<file path="config.mk">
export PLATFORM = sky130hd
export DESIGN_NAME = spi_master_param
export DESIGN_NICKNAME = d
export VERILOG_FILES = /design/src/rtl/spi_pkg.sv /design/src/rtl/spi_master_param_clkgen.sv /design/src/rtl/spi_master_param.sv
export SDC_FILE = /design/constraint.sdc
export NUM_CORES = 1
export LEC_CHECK = 0
export ABC_CLOCK_PERIOD_IN_PS = 2200
export BUFFER_PORTS_ARGS = -buffer_cell sky130_fd_sc_hd__buf_2
export CORE_MARGIN = 10
export CORE_UTILIZATION = 50
export DETAILED_ROUTE_END_ITERATION = 16
export PLACE_DENSITY = 0.72
export SYNTH_ARGS = -nofsm -noshare
export SYNTH_HDL_FRONTEND = slang
export SYNTH_SLANG_ARGS = --single-unit
export TNS_END_PERCENT = 1
</file>
<file path="constraint.sdc">
create_clock -name clk -period 2.2 [get_ports clk]
set_clock_uncertainty 0.15 [all_clocks]
set_input_delay 0.44 -clock clk [delete_from_list [all_inputs] [get_ports clk]]
set_output_delay 0.44 -clock clk [all_outputs]
set_load 0.02 [all_outputs]
</file>
<file path="src/rtl/spi_pkg.sv">
// Shared types and helpers for the parametrised SPI master.
//   state_t : transfer FSM states
//   MODEx   : SPI mode encodings as {cpol, cpha}
//   cfg_t   : per-transfer configuration latched on start
//   clog2   : ceil(log2(n)), never below 1, for counter/select widths
package spi_pkg;

  typedef enum logic [1:0] {IDLE, SETUP, XFER, HOLD} state_t;

  localparam logic [1:0] MODE0 = 2'b00;
  localparam logic [1:0] MODE1 = 2'b01;
  localparam logic [1:0] MODE2 = 2'b10;
  localparam logic [1:0] MODE3 = 2'b11;

  typedef struct packed {
    logic [1:0] mode;       // {cpol, cpha}
    logic       lsb_first;
  } cfg_t;

  function automatic int clog2(input int n);
    int r;
    r = 0;
    while ((1 << r) < n) r++;
    return (r < 1) ? 1 : r;
  endfunction

endpackage

</file>
<file path="src/rtl/spi_master_param_clkgen.sv">
// SCLK timing generator.
//   clk, reset : system clock, synchronous active-high reset
//   en         : FSM is outside IDLE; the divider runs only while set
//   setup/xfer : FSM is in SETUP / XFER
//   tick       : last clk cycle of the current CLK_DIV-long period
//   lead_stb   : SCLK must toggle to its leading (active) level this edge
//   trail_stb  : SCLK must toggle back to its idle level this edge
//   last_edge  : trail_stb of the final trailing edge of the word
//   xfer_done  : final XFER half-period ends on this edge
module spi_clkgen
  import spi_pkg::*;
#(
  parameter int DATA_W  = 8,
  parameter int CLK_DIV = 2
) (
  input  logic clk,
  input  logic reset,
  input  logic en,
  input  logic setup,
  input  logic xfer,
  output logic tick,
  output logic lead_stb,
  output logic trail_stb,
  output logic last_edge,
  output logic xfer_done
);

  localparam int DW   = clog2(CLK_DIV);
  localparam int HW   = clog2(2 * DATA_W) + 1;
  localparam int LAST = 2 * DATA_W - 1;

  logic [DW-1:0] div_cnt;
  logic [HW-1:0] half_cnt;
  logic          more;

  always_ff @(posedge clk) begin
    if (reset || !en || tick) div_cnt <= '0;
    else                      div_cnt <= div_cnt + 1'b1;

    if (reset || !xfer) half_cnt <= '0;
    else if (tick)      half_cnt <= half_cnt + 1'b1;
  end

  assign tick = en && (div_cnt == DW'(CLK_DIV - 1));

  // The edge ending half-period h starts half-period h+1, i.e. toggle h+2.
  // Toggle 1 (leading) is issued by the end of SETUP; the end of the last
  // half-period issues no toggle and moves the FSM to HOLD.
  assign more      = half_cnt < HW'(LAST);
  assign lead_stb  = tick && (setup || (xfer && half_cnt[0] && more));
  assign trail_stb = tick && xfer && !half_cnt[0] && more;
  assign last_edge = trail_stb && (half_cnt == HW'(LAST - 1));
  assign xfer_done = tick && xfer && !more;

endmodule

</file>
<file path="src/rtl/spi_master_param.sv">
// Parametrised full-duplex SPI master.
//   clk, reset          : system clock, synchronous active-high reset
//   start               : transfer request, honoured only while !busy
//   din, ss_sel         : word and slave index, latched on accept
//   cpol, cpha          : SPI mode, latched on accept
//   lsb_first           : bit order, latched on accept
//   miso                : serial input (sampled directly in clk domain)
//   mosi, sclk, ss_n    : SPI bus outputs (ss_n active low)
//   dout                : last received word, updated with done
//   busy                : transfer in progress
//   done                : one-cycle end-of-transfer pulse
module spi_master_param
  import spi_pkg::*;
#(
  parameter int DATA_W  = 8,
  parameter int CLK_DIV = 2,
  parameter int NUM_SS  = 4,
  parameter int SEL_W   = 2
) (
  input  logic              clk,
  input  logic              reset,
  input  logic              start,
  input  logic [DATA_W-1:0] din,
  input  logic [SEL_W-1:0]  ss_sel,
  input  logic              cpol,
  input  logic              cpha,
  input  logic              lsb_first,
  input  logic              miso,
  output logic              mosi,
  output logic              sclk,
  output logic [NUM_SS-1:0] ss_n,
  output logic [DATA_W-1:0] dout,
  output logic              busy,
  output logic              done
);

  state_t            state, state_nxt;
  cfg_t              cfg_q;
  logic [SEL_W-1:0]  sel_q;
  logic [DATA_W-1:0] tx_sh, rx_sh, tx_nxt;
  logic              tick, lead_stb, trail_stb, last_edge, xfer_done;
  logic              accept, cpha_q, samp_stb, shift_stb;

  spi_clkgen #(.DATA_W(DATA_W), .CLK_DIV(CLK_DIV)) u_clkgen (
    .clk       (clk),
    .reset     (reset),
    .en        (state != IDLE),
    .setup     (state == SETUP),
    .xfer      (state == XFER),
    .tick      (tick),
    .lead_stb  (lead_stb),
    .trail_stb (trail_stb),
    .last_edge (last_edge),
    .xfer_done (xfer_done)
  );

  always_ff @(posedge clk) begin
    if (reset) state <= IDLE;
    else       state <= state_nxt;
  end

  always_comb begin
    state_nxt = state;
    accept    = 1'b0;
    case (state)
      IDLE:    if (start) begin state_nxt = SETUP; accept = 1'b1; end
      SETUP:   if (tick) state_nxt = XFER;
      XFER:    if (xfer_done) state_nxt = HOLD;
      HOLD:    if (tick) state_nxt = IDLE;
      default: state_nxt = IDLE;
    endcase
  end

  assign cpha_q = (cfg_q.mode == MODE1) || (cfg_q.mode == MODE3);

  // cpha=0: sample on leading, shift on trailing (none after the last one).
  // cpha=1: sample on trailing, shift on leading; the SETUP leading edge is
  // skipped because the first bit was already driven at accept.
  assign samp_stb  = cpha_q ? trail_stb : lead_stb;
  assign shift_stb = cpha_q ? (lead_stb && state == XFER)
                            : (trail_stb && !last_edge);
  assign tx_nxt    = cfg_q.lsb_first ? (tx_sh >> 1) : (tx_sh << 1);

  always_ff @(posedge clk) begin
    if (reset) begin
      cfg_q <= '0;
      sel_q <= '0;
      tx_sh <= '0;
      rx_sh <= '0;
      mosi  <= 1'b0;
      sclk  <= 1'b0;
      dout  <= '0;
      done  <= 1'b0;
    end else begin
      done <= 1'b0;
      if (accept) begin
        cfg_q <= '{mode: {cpol, cpha}, lsb_first: lsb_first};
        sel_q <= ss_sel;
        tx_sh <= din;
        rx_sh <= '0;
        mosi  <= lsb_first ? din[0] : din[DATA_W-1];
        sclk  <= cpol;
      end else begin
        if (lead_stb || trail_stb) sclk <= ~sclk;
        else if (state == IDLE)    sclk <= cfg_q.mode[1];
        if (shift_stb) begin
          tx_sh <= tx_nxt;
          mosi  <= cfg_q.lsb_first ? tx_nxt[0] : tx_nxt[DATA_W-1];
        end
        if (samp_stb)
          rx_sh <= cfg_q.lsb_first ? {miso, rx_sh[DATA_W-1:1]}
                                   : {rx_sh[DATA_W-2:0], miso};
        if (state == HOLD && tick) begin
          done <= 1'b1;
          dout <= rx_sh;
        end
      end
    end
  end

  assign busy = (state != IDLE);

  // Out-of-range selects simply match no line.
  for (genvar i = 0; i < NUM_SS; i++) begin : g_ss
    assign ss_n[i] = !(busy && (sel_q == SEL_W'(i)));
  end

endmodule
</file>
---- After elaboration in Yosys (flattened, before gate mapping) ----
Cells that the tools add are included.
word-level totals
  bits in registers ....................... 40
  output and inout port bits .............. 16
cells by class
  add/subtract/negate cells ............... 2
  $lt $le $gt $ge ......................... 1
  equality and inequality tests ........... 13
  muxes and demuxes ....................... 21
  bitwise operators ....................... 2
  reduce and logical (&&, ||, !) cells .... 39
operator list
  operator                                                                      number
  8-bit 2-to-1 mux                                                              4
  1-bit logical AND                                                             16
  1-bit 2-to-1 mux                                                              12
  2-bit == test, second input constant                                          5
  1-bit logical NOT                                                             9
  2-bit 2-to-1 mux                                                              4
  2-bit != test, second input constant                                          4
  2-bit case mux with 4 select lines                                            1
  2-bit by 1-bit == test with 1-bit output, second input constant               3
  1-bit logical OR                                                              6
  5-bit by 1-bit adder with 5-bit output, second input constant                 1
  5-bit by 4-bit == test with 1-bit output, second input constant               1
  5-bit by 4-bit less-than comparator with 1-bit output, second input constant  1
  2-bit logical NOT                                                             2
  4-bit AND reduction                                                           1
  2-bit nonzero test                                                            2
  3-bit nonzero test                                                            1
  1-bit inverter                                                                2
  2-bit AND reduction                                                           1
  2-bit OR reduction                                                            1
  1-bit adder, second input constant                                            1

---- Depth between registers and ports, before layout ----
Gate-level depths: netlist (run 1).
  depth in word-level cells ............... 11
  depth in mapped cells ................... 11
  gate-level depth less buffers ........... 7

---- Modules after synthesis ----
Synthesis (run 1) repeated with hierarchy kept, for this count alone.
unflattened totals
  cells, all modules ...................... 236
  area total of the unflattened synthesis .. 2053.2 µm²
by module, submodules not included
  module            instances  cells each  area each (µm²)  seq. area each (µm²)
  spi_master_param  1          198         1746.7           680.7
  spi_clkgen        1          38          306.5            120.1

---- Worst setup path after synthesis (run 1) ----
Ideal clock, no wire load.
  path type ............................... register -> register
  start point ............................. register state[0]
  end point ............................... register tx_sh[2]
  arrival ................................. 1.831 ns
  path slack .............................. 0.098 ns
  cell stages (with the launch flop) ...... 9
  buffers on the path ..................... 2
  cell sequence ........................... dfxtp_1 > inv_1 > ha_1 > nor2b_2 > a311oi_2 > and3b_1 > buf_6 > buf_8 > a211o_2
between the ends
  longest elaborated chain between the ends .. 10
ends and longest elaborated chain
  item                            RTL line                       RTL
  start: declaration              spi_master_param.sv:37         state_t state, state_nxt;
  start signal: assignment        spi_master_param.sv:59         else state <= state_nxt;
  2-bit nonzero test              spi_master_param.sv:47         .en (state != IDLE),
  1-bit logical AND               spi_master_param_clkgen.sv:44  assign tick = en && (div_cnt == DW'(CLK_DIV - 1));
  1-bit logical AND (3 in a row)  spi_master_param_clkgen.sv:51  assign trail_stb = tick && xfer && !half_cnt[0] && more;
  1-bit logical AND               spi_master_param_clkgen.sv:52  assign last_edge = trail_stb && (half_cnt == HW'(LAST - 1));
  1-bit logical NOT               spi_master_param.sv:81         : (trail_stb && !last_edge);
  1-bit logical AND               spi_master_param.sv:81
  1-bit 2-to-1 mux                spi_master_param.sv:80         assign shift_stb = cpha_q ? (lead_stb && state == XFER)
  2-bit nonzero test (no line)    --
  end signal: assignment          spi_master_param.sv:99         tx_sh <= din;
  end signal: assignment          spi_master_param.sv:107        tx_sh <= tx_nxt;
  end: declaration                spi_master_param.sv:40         logic [DATA_W-1:0] tx_sh, rx_sh, tx_nxt;
Parallel ways exist; a longest one is shown, timed or not.
A chain may end at the register's enable or synchronous reset.

---- Final worst setup path (run 1) ----
  start point ............................. register state[0]
  end point ............................... register tx_sh[1]
Same word-level chain as after synthesis.

==> flow_metrics.env, run 1 <==
export IMPL_cts_buffers=5
export IMPL_fmax_mhz=475
export IMPL_netlist_instances=229
export IMPL_cellPowerDensity_mw_per_mm2=883
export IMPL_syn_nets=253
export IMPL_cpPeakStageDelay_ns=0.33
export IMPL_synth_seq_cells=40
export IMPL_wl_per_cell_um=14.9
export IMPL_syn_area_mm2=0.00204
export IMPL_timing_worst_setup_path_type="reg2reg"
export IMPL_synth_cell_types=42
export IMPL_clk_latency_ns=0.29
export IMPL_drt_iter0_markers=106
export IMPL_fin_crit_sh_pct=95.7
export IMPL_cts_tree="yes"
export IMPL_worstReg2RegStart="state[0]"
export IMPL_r2r_end="tx_sh[1]"
export IMPL_grt_max_degree=20
export IMPL_dp_hpwl_um=3500
export IMPL_overflow=0
export IMPL_start_kind="register"
export IMPL_total_power_mw=2.12
export IMPL_hp_class="in2reg"
export IMPL_antenna_found_initial=0
export IMPL_die_area_mm2=0.00702
export IMPL_pre_cts_ws_ns=-0.136
export IMPL_num_nets_final=291
export IMPL_synth_warnings=0
export IMPL_avgSynthCellArea_um2=8.89
export IMPL_fillerInstances=362
export IMPL_crit_chain="inv_1 -> ha_1 -> nor2b_2 -> a311oi_2 -> and3b_4 -> buf_4 -> nor4b_4 -> a211o_1"
export IMPL_hp_start="ss_sel[1]"
export IMPL_hold_viol=0
export IMPL_worst_slack_ns=0.0942
export IMPL_cts_buffer_depth=2
export IMPL_leakage_nw=0.939
export IMPL_holdPathStages=3
export IMPL_place_gp_congestion=0.776
export IMPL_die_w_um=83.8
export IMPL_outcome="completed"
export IMPL_drv_cap=0
export IMPL_drc=0
export IMPL_post_route_util_pct=60.4
export IMPL_clkSinkCount=40
export IMPL_finalMaxSlewViolations=0
export IMPL_fin_hold_ws_ns=0.237
export IMPL_synth_ff_type="dfxtp_1"
export IMPL_worst_path_buf_inv=2
export IMPL_clk_pin_slew_worst_paths_ns=0.07
export IMPL_rsz0062_at_grt="yes"
export IMPL_start_util_pct=51.3
export IMPL_ant_nets=0
export IMPL_routed_via_density=5.48
export IMPL_port_buffer_count=32
export IMPL_layout_drive_gt1_share_pct=28.8
export IMPL_ff2ff_setup_slack_ns=0.09
export IMPL_period_needed_ns=2.11
export IMPL_hold_path_endpoint="sel_q[1]"
export IMPL_timing_slew_headroom_pct=73.6
export IMPL_grt_pass1_wl_um=8220
export IMPL_antenna_cells=0
export IMPL_crit_slowest_cell="dfxtp_1"
export IMPL_yosysSeqAreaShare_pct=39.3
export IMPL_setup_viol=0
export IMPL_boundaryPins=33
export IMPL_ir_drop_mv=0.455
export IMPL_crit_fanout=16
export IMPL_multi_input_area_mm2=0.00112
export IMPL_register_area_um2=802
export IMPL_synth_async_reset_ratio_pct=0
export IMPL_grt_usage_pct=13.5
export IMPL_totalWireLength_um=4710
export IMPL_crit_cells=8
export IMPL_synth_edf_count=0
export IMPL_required_ns=2.29
export IMPL_rr_worst_depth=8
export IMPL_critPathArrivalTime_ns=2.20
export IMPL_rows=23
export IMPL_tightest_slew_ns=0.395
export IMPL_core_mm2=0.00397
export IMPL_grt_pass1_vias=1715
export IMPL_crit_family="simple AND/OR/NAND/NOR gates"
export IMPL_cp_end_kind="register"
export IMPL_cts_root_buf="clkbuf_8"
export IMPL_vias=1736
export IMPL_syn_to_final_growth_pct=17.8
export IMPL_die_y_um=83.8
export IMPL_cts_htree_levels=2
export IMPL_first_pass_iters=4
[final cells by class]
class,instances,area share [%]
Multi-Input combinational cell,165,46.8
Sequential cell,40,33.5
Inverter,5,0.783
Clock buffer,7,4.02
Timing Repair Buffer,50,12.3
Tap cell,50,2.61
[per-stage QoR]
step | area (µm²) | instances | setup TNS [ns]
after floorplan | 2040 | 229 | 0
after global placement | 2270 | 308 | -0.0589
after detailed placement | 2270 | 308 | -0.670
after CTS | 2370 | 315 | 0
after global routing | 2400 | 317 | -0.00615
final | 2400 | 317 | 0
[cells in the mapped netlist (all sizes together), types with 2 or more instances]
cell | count | share of area [%]
a2111oi | 2 | 1.5
and3 | 2 | 0.61
buf | 8 | 3.2
a211oi | 10 | 3.7
nor3 | 5 | 1.2
nor3b | 6 | 2.2
a311o | 2 | 1.0
clkbuf | 11 | 2.1
xor2 | 3 | 1.3
dfxtp | 40 | 39
inv | 5 | 0.92
a311oi | 2 | 1.2
nand2b | 3 | 0.92
nor2b | 2 | 0.86
ha | 7 | 4.3
a21oi | 16 | 3.9
nand4 | 4 | 1.2
nor2 | 26 | 4.8
a211o | 6 | 2.9
a21o | 3 | 1.1
nand2 | 26 | 4.8
mux2i | 15 | 7.4
nand3 | 10 | 2.7
nor4b | 6 | 3.3
[routing by layer]
metal  track usage (%)  wire [µm]
met2              20.7       2120
met4              3.35         40
met5                 0          0
met3              5.76        341
met1              17.0       2210
[flip-flops by register name (all words and copies together) (netlist names)]
register and cells:
sel_q 2, sclk 1, tx_sh 8, u_clkgen.div_cnt 1, u_clkgen.half_cnt 5, mosi 1, state 2, done 1
rx_sh 8, dout 8, cfg_q 3
[worst min-delay path, stage by stage]
cell,delay (ns)
buf_2,0.10
nand2_1,0.05
a21oi_1,0.05
[cell families after synthesis]
| family | Yosys count | share of synthesized area (%) |
|---|---|---|
| and+or+nand+nor | 94 | 24.2 |
| buffers and inverters | 24 | 6.21 |
| DFF | 40 | 39.3 |
| adders and majority gates | 7 | 4.30 |
| AOI/OAI and AO/OA | 44 | 16.3 |
| muxes | 16 | 7.93 |
| xor gates and xnor gates | 4 | 1.72 |
[worst max-delay path by stage]
stage              from  endpoint
2_1_floorplan  state[0]  tx_sh[2]
3_3_place_gp   state[0]  tx_sh[0]
3_5_place_dp   state[0]  tx_sh[0]
4_1_cts        state[0]  tx_sh[4]
5_1_grt        state[0]  tx_sh[1]
6_report       state[0]  tx_sh[1]
[timing repair]
action | in CTS | in global routing
buffers inserted | 0 | 2
resized for setup | 1 | 6
setup endpoints to repair | 7 | 16
hold buffers | 0 | 0
[layout by cell type, fill, tap and decap left out, types with 6 or more instances in the layout]
| cell type | n |
|---|---|
| a211oi_1 | 9 |
| a21oi_1 | 16 |
| buf_2 | 32 |
| buf_4 | 18 |
| clkbuf_8 | 7 |
| dfxtp_1 | 39 |
| ha_1 | 6 |
| mux2i_1 | 15 |
| nand2_1 | 26 |
| nand3_1 | 9 |
| nor2_1 | 26 |
| nor3b_1 | 6 |
[where the power goes]
| group | internal, mW | switching [mW] | leakage, nW |
|---|---|---|---|
| combinational | 0.314 | 0.393 | 0.563 |
| sequential | 0.814 | 0.0741 | 0.326 |
| clock | 0.279 | 0.243 | 0.0503 |
Power figures use the tool's default switching activity.
==> inputs of run 2 (changes only) <==
Settings changed: BUFFER_PORTS_ARGS -buffer_cell sky130_fd_sc_hd__buf_2 to -buffer_cell sky130_fd_sc_hd__clkbuf_2.
==> flow_metrics.env, run 2 (synthesis gave the netlist of run 1 again) <==
export IMPL_outcome="completed"
export IMPL_ir_drop_mv=0.511
export IMPL_place_gp_congestion=0.782
export IMPL_cts_buffers=5
export IMPL_layout_commonest_cell="dfxtp_1"
export IMPL_core_mm2=0.00397
export IMPL_die_w_um=83.8
export IMPL_hp_class="in2reg"
export IMPL_ant_nets=0
export IMPL_crit_fanout=8
export IMPL_drv_cap=0
export IMPL_overflow=0
export IMPL_grt_pass1_vias=1710
export IMPL_grt_pass1_wl_um=7780
export IMPL_dp_hpwl_um=3390
export IMPL_leakage_nw=0.919
export IMPL_crit_chain="inv_2 -> ha_2 -> buf_4 -> or3_1 -> buf_2"
export IMPL_crit_slowest_cell="dfxtp_1"
export IMPL_cts_tree="yes"
export IMPL_cp_end_kind="output port"
export IMPL_totalWireLength_um=4610
export IMPL_cts_buffer_depth=2
export IMPL_syn_to_final_growth_pct=16.6
export IMPL_hold_viol=0
export IMPL_fin_crit_sh_pct=95.2
export IMPL_die_y_um=83.8
export IMPL_timing_worst_setup_path_type="reg2out"
export IMPL_timing_slew_headroom_pct=59.2
export IMPL_cpPeakStageDelay_ns=0.35
export IMPL_drc=0
export IMPL_clkSinkCount=40
export IMPL_mostFrequentLayoutCells="dfxtp_1 (40), clkbuf_2 (31), nor2_1 (26), nand2_1 (26)"
export IMPL_antenna_found_initial=0
export IMPL_antenna_cells=0
export IMPL_cellPowerDensity_mw_per_mm2=885
export IMPL_period_needed_ns=2.10
export IMPL_num_nets_final=289
export IMPL_rows=23
export IMPL_boundaryPins=33
export IMPL_rsz0062_at_grt="no"
export IMPL_routed_via_density=5.61
export IMPL_layout_drive_gt1_share_pct=27.4
export IMPL_grt_max_degree=20
export IMPL_reg_top3="dout x8, rx_sh x8, tx_sh x8"
export IMPL_vias=1774
export IMPL_worst_path_buf_inv=3
export IMPL_final_area_mm2=0.00237
export IMPL_start_util_pct=51.3
export IMPL_clk_latency_ns=0.30
export IMPL_clk_pin_slew_worst_paths_ns=0.07
export IMPL_setup_tns_ns=0
export IMPL_grt_usage_pct=12.9
export IMPL_cts_htree_levels=2
export IMPL_start_kind="register"
export IMPL_die_area_mm2=0.00702
export IMPL_port_buffer_count=32
export IMPL_cts_hold_buf=0
export IMPL_post_route_util_pct=59.8
export IMPL_drt_iter0_markers=79
export IMPL_fin_hold_ws_ns=0.216
export IMPL_first_pass_iters=4
export IMPL_critPathArrivalTime_ns=1.51
export IMPL_required_ns=1.61
export IMPL_fmax_mhz=477
export IMPL_cts_root_buf="clkbuf_8"
export IMPL_crit_family="buffers and inverters"
export IMPL_wl_per_cell_um=14.6
export IMPL_tightest_slew_ns=0.611
export IMPL_placed_cell_area_mm2=0.00227
export IMPL_setup_viol=0
export IMPL_postCtsSetupBuffers=0
export IMPL_finalMaxSlewViolations=0
run 2: cell count changes in the layout (fill, tap and decap cells not counted), moves of 2 or more:
| cell | delta |
|---|---|
| buf_2 | -31 |
| clkbuf_2 | +31 |
| buf_4 | -2 |
| clkbuf_1 | +2 |
run 2: metrics by stage:
stage	setup WS, ns	cells	power, mW
2_1_floorplan	0.0984	229	1.40
3_3_place_gp	-0.00380	308	1.59
3_5_place_dp	-0.0677	308	1.60
4_1_cts	0.0195	316	2.11
5_1_grt	0.00156	316	2.24
6_report	0.105	316	2.10
run 2: metal layers:
metal  GRT usage (%)  vias to the layer above  wire length (µm)
met5               0                        -                 0
met4            5.94                        0                78
met3            4.30                        8               244
met2            19.8                       38              2020
met1            15.9                      848              2260
li1                -                      880                 -
run 2: layout make-up:
| type | count | area, µm² |
|---|---|---|
| clock buffer | 8 | 90.1 |
| fill | 378 | 1600 |
| inverter | 5 | 18.8 |
| multi-input combinational | 165 | 1120 |
| sequential | 40 | 801 |
| tap | 50 | 62.6 |
| timing repair buffer | 48 | 280 |
run 2: path summary, 6_finish.rpt:
check,start,to,slack [ns],depth (start not counted)
worst min register to register,u_clkgen.div_cnt,u_clkgen.div_cnt,0.30,1
worst max-delay path,state[0],ss_n[0],0.10,5
worst min-delay path,ss_sel[1],sel_q[1],0.22,3
worst max register to register,state[0],rx_sh[0],0.10,7
run 2: report_power, final:
group | internal [mW] | switching, mW | total (mW)
registers | 0.813 | 0.0754 | 0.888
clock network | 0.256 | 0.247 | 0.503
logic | 0.312 | 0.396 | 0.708
total | 1.38 | 0.719 | 2.10
run 2: what timing repair did:
action / in CTS / in global routing
gates resized for setup: 1 / 6
hold endpoints to repair: 0 / 0
setup endpoints to repair: 7 / 15
run 2: worst min-delay path: stages:
cell and delay (ns):
clkbuf_2 0.08, nand2_1 0.04, a21oi_1 0.05
==> inputs of run 3 (changes only) <==
Settings changed: SYNTH_HIERARCHICAL set to 1.
==> flow_metrics.env, run 3 <==
export IMPL_port_buffer_count=32
export IMPL_period_needed_ns=2.08
export IMPL_fmax_mhz=480
export IMPL_synth_top_cell_area_share_pct=39.0
export IMPL_die_y_um=84.1
export IMPL_placed_cell_area_mm2=0.00230
export IMPL_cts_htree_levels=2
export IMPL_synth_cell_types=43
export IMPL_crit_fanout=8
export IMPL_synth_common_cells="dfxtp_1 (40), nor2_1 (19), a21oi_1 (18)"
export IMPL_totalWireLength_um=4760
export IMPL_synth_ff_type="dfxtp_1"
export IMPL_cts_tree="yes"
export IMPL_cts_hold_buf=0
export IMPL_fin_hold_ws_ns=0.217
export IMPL_synth_edf_count=0
export IMPL_finalMaxSlewViolations=0
export IMPL_fin_crit_sh_pct=94.6
export IMPL_tightest_slew_ns=0.401
export IMPL_post_route_util_pct=60.5
export IMPL_fillerInstances=352
export IMPL_synth_most_common_cell="dfxtp_1"
export IMPL_cp_end_kind="output port"
export IMPL_timing_slew_headroom_pct=73.2
export IMPL_syn_nets=259
export IMPL_synth_warnings=6
export IMPL_drc=0
export IMPL_die_w_um=84.1
export IMPL_dp_hpwl_um=3520
export IMPL_grt_pass1_vias=1782
export IMPL_wl_per_cell_um=14.9
export IMPL_clkSinkCount=40
export IMPL_total_power_mw=2.14
export IMPL_overflow=0
export IMPL_postCtsSetupBuffers=0
export IMPL_worst_slack_ns=0.119
export IMPL_ant_nets=0
export IMPL_vias=1809
export IMPL_layout_commonest_cell="dfxtp_1"
export IMPL_die_area_mm2=0.00707
export IMPL_start_kind="register"
export IMPL_synth_async_reset_ratio_pct=0
export IMPL_cellPowerDensity_mw_per_mm2=884
export IMPL_critPathArrivalTime_ns=1.49
export IMPL_netlist_top_cell_by_area="dfxtp_1"
export IMPL_placed_cells_incl_taps=312
export IMPL_grt_max_degree=20
export IMPL_hold_viol=0
export IMPL_ir_drop_mv=0.517
export IMPL_fin_cells=319
export IMPL_routed_via_density=5.67
export IMPL_drt_iter0_markers=104
export IMPL_syn_to_final_growth_pct=17.9
export IMPL_start_util_pct=51.3
export IMPL_synthTopCellsByArea="dfxtp_1 (39%), mux2i_1 (7.3%), a21oi_1 (4.4%), nand3_1 (4.1%), ha_1 (3.7%)"
export IMPL_required_ns=1.61
export IMPL_layout_drive_gt1_share_pct=25.7
export IMPL_pre_cts_ws_ns=0.00129
export IMPL_timing_worst_setup_path_type="reg2out"
export IMPL_hp_class="in2reg"
export IMPL_boundaryPins=33
export IMPL_grt_usage_pct=13.7
export IMPL_setup_tns_ns=0
export IMPL_syn_area_mm2=0.00205
export IMPL_clk_latency_ns=0.29
export IMPL_place_gp_congestion=0.844
export IMPL_num_nets_final=292
export IMPL_cts_buffers=5
export IMPL_netlist_instances=236
export IMPL_cts_root_buf="clkbuf_8"
export IMPL_antenna_found_initial=0
export IMPL_yosysSeqAreaShare_pct=39.0
export IMPL_leakage_nw=0.876
export IMPL_reg_top3="dout x8, rx_sh x8, tx_sh x8"
export IMPL_antenna_cells=0
export IMPL_synth_seq_cells=40
export IMPL_setup_viol=0
export IMPL_drv_cap=0
export IMPL_outcome="completed"
export IMPL_clk_pin_slew_worst_paths_ns=0.07
export IMPL_grt_pass1_wl_um=8300
export IMPL_cts_buffer_depth=2
export IMPL_mostFrequentLayoutCells="dfxtp_1 (38), clkbuf_2 (32), nor2_1 (18), a21oi_1 (18), nand3_1 (16)"
export IMPL_first_pass_iters=4
export IMPL_core_mm2=0.00400
export IMPL_final_area_mm2=0.00242
export IMPL_rows=23
export IMPL_avgSynthCellArea_um2=8.70
## run 3: per-layer routing
metal | vias to the layer above | track usage [%] | wire length, µm
met5 | - | 0 | 0
met4 | 0 | 4.41 | 46
met3 | 6 | 4.59 | 254
met2 | 36 | 20.8 | 2090
met1 | 838 | 17.7 | 2380
li1 | 929 | - | -
## run 3: final timing paths
path	startpoint	to	slack [ns]	cells after the start
hold reg to reg	cfg_q[2]	cfg_q[2]	0.31	2
setup / recovery	state[0]	ss_n[0]	0.12	5
hold / removal	ss_sel[0]	sel_q[0]	0.22	3
setup reg to reg	state[0]	sclk	0.15	11
## run 3: timing repair
action	in CTS	in global routing
endpoints found under the hold margin	0	0
resized for setup	2	5
setup endpoints to repair	1	9
## run 3: cells by family after synthesis
kind of cell / share of synthesized area (%)
AOI/OAI and AO/OA: 17.7
xor gates and xnor gates: 0.853
adders and majority gates: 3.66
buffers and inverters: 5.42
DFF: 39.0
muxes: 8.04
and+or+nand+nor: 25.4
## run 3: cell type report
class                   instances  area (µm²)  area share [%]
inverters                       5        27.5            1.14
well taps                      50        62.6            2.59
multi-input cells             176        1220            50.3
flip-flops and latches         40         803            33.2
clock buffers                   5        68.8            2.84
clock inverters                 2        12.5           0.517
repair buffers                 41         228            9.41
## run 3: power breakdown
part           internal, mW  switching (mW)
Clock                 0.215           0.253
Combinational         0.309           0.468
Sequential            0.812          0.0827
Total                  1.34           0.803
## run 3: worst max-delay path, cell delays in order, from the launching register on
cell and delay [ns]:
dfxtp_2 0.35, inv_2 0.06, ha_4 0.16, buf_4 0.16
or3_1 0.30, clkbuf_2 0.16
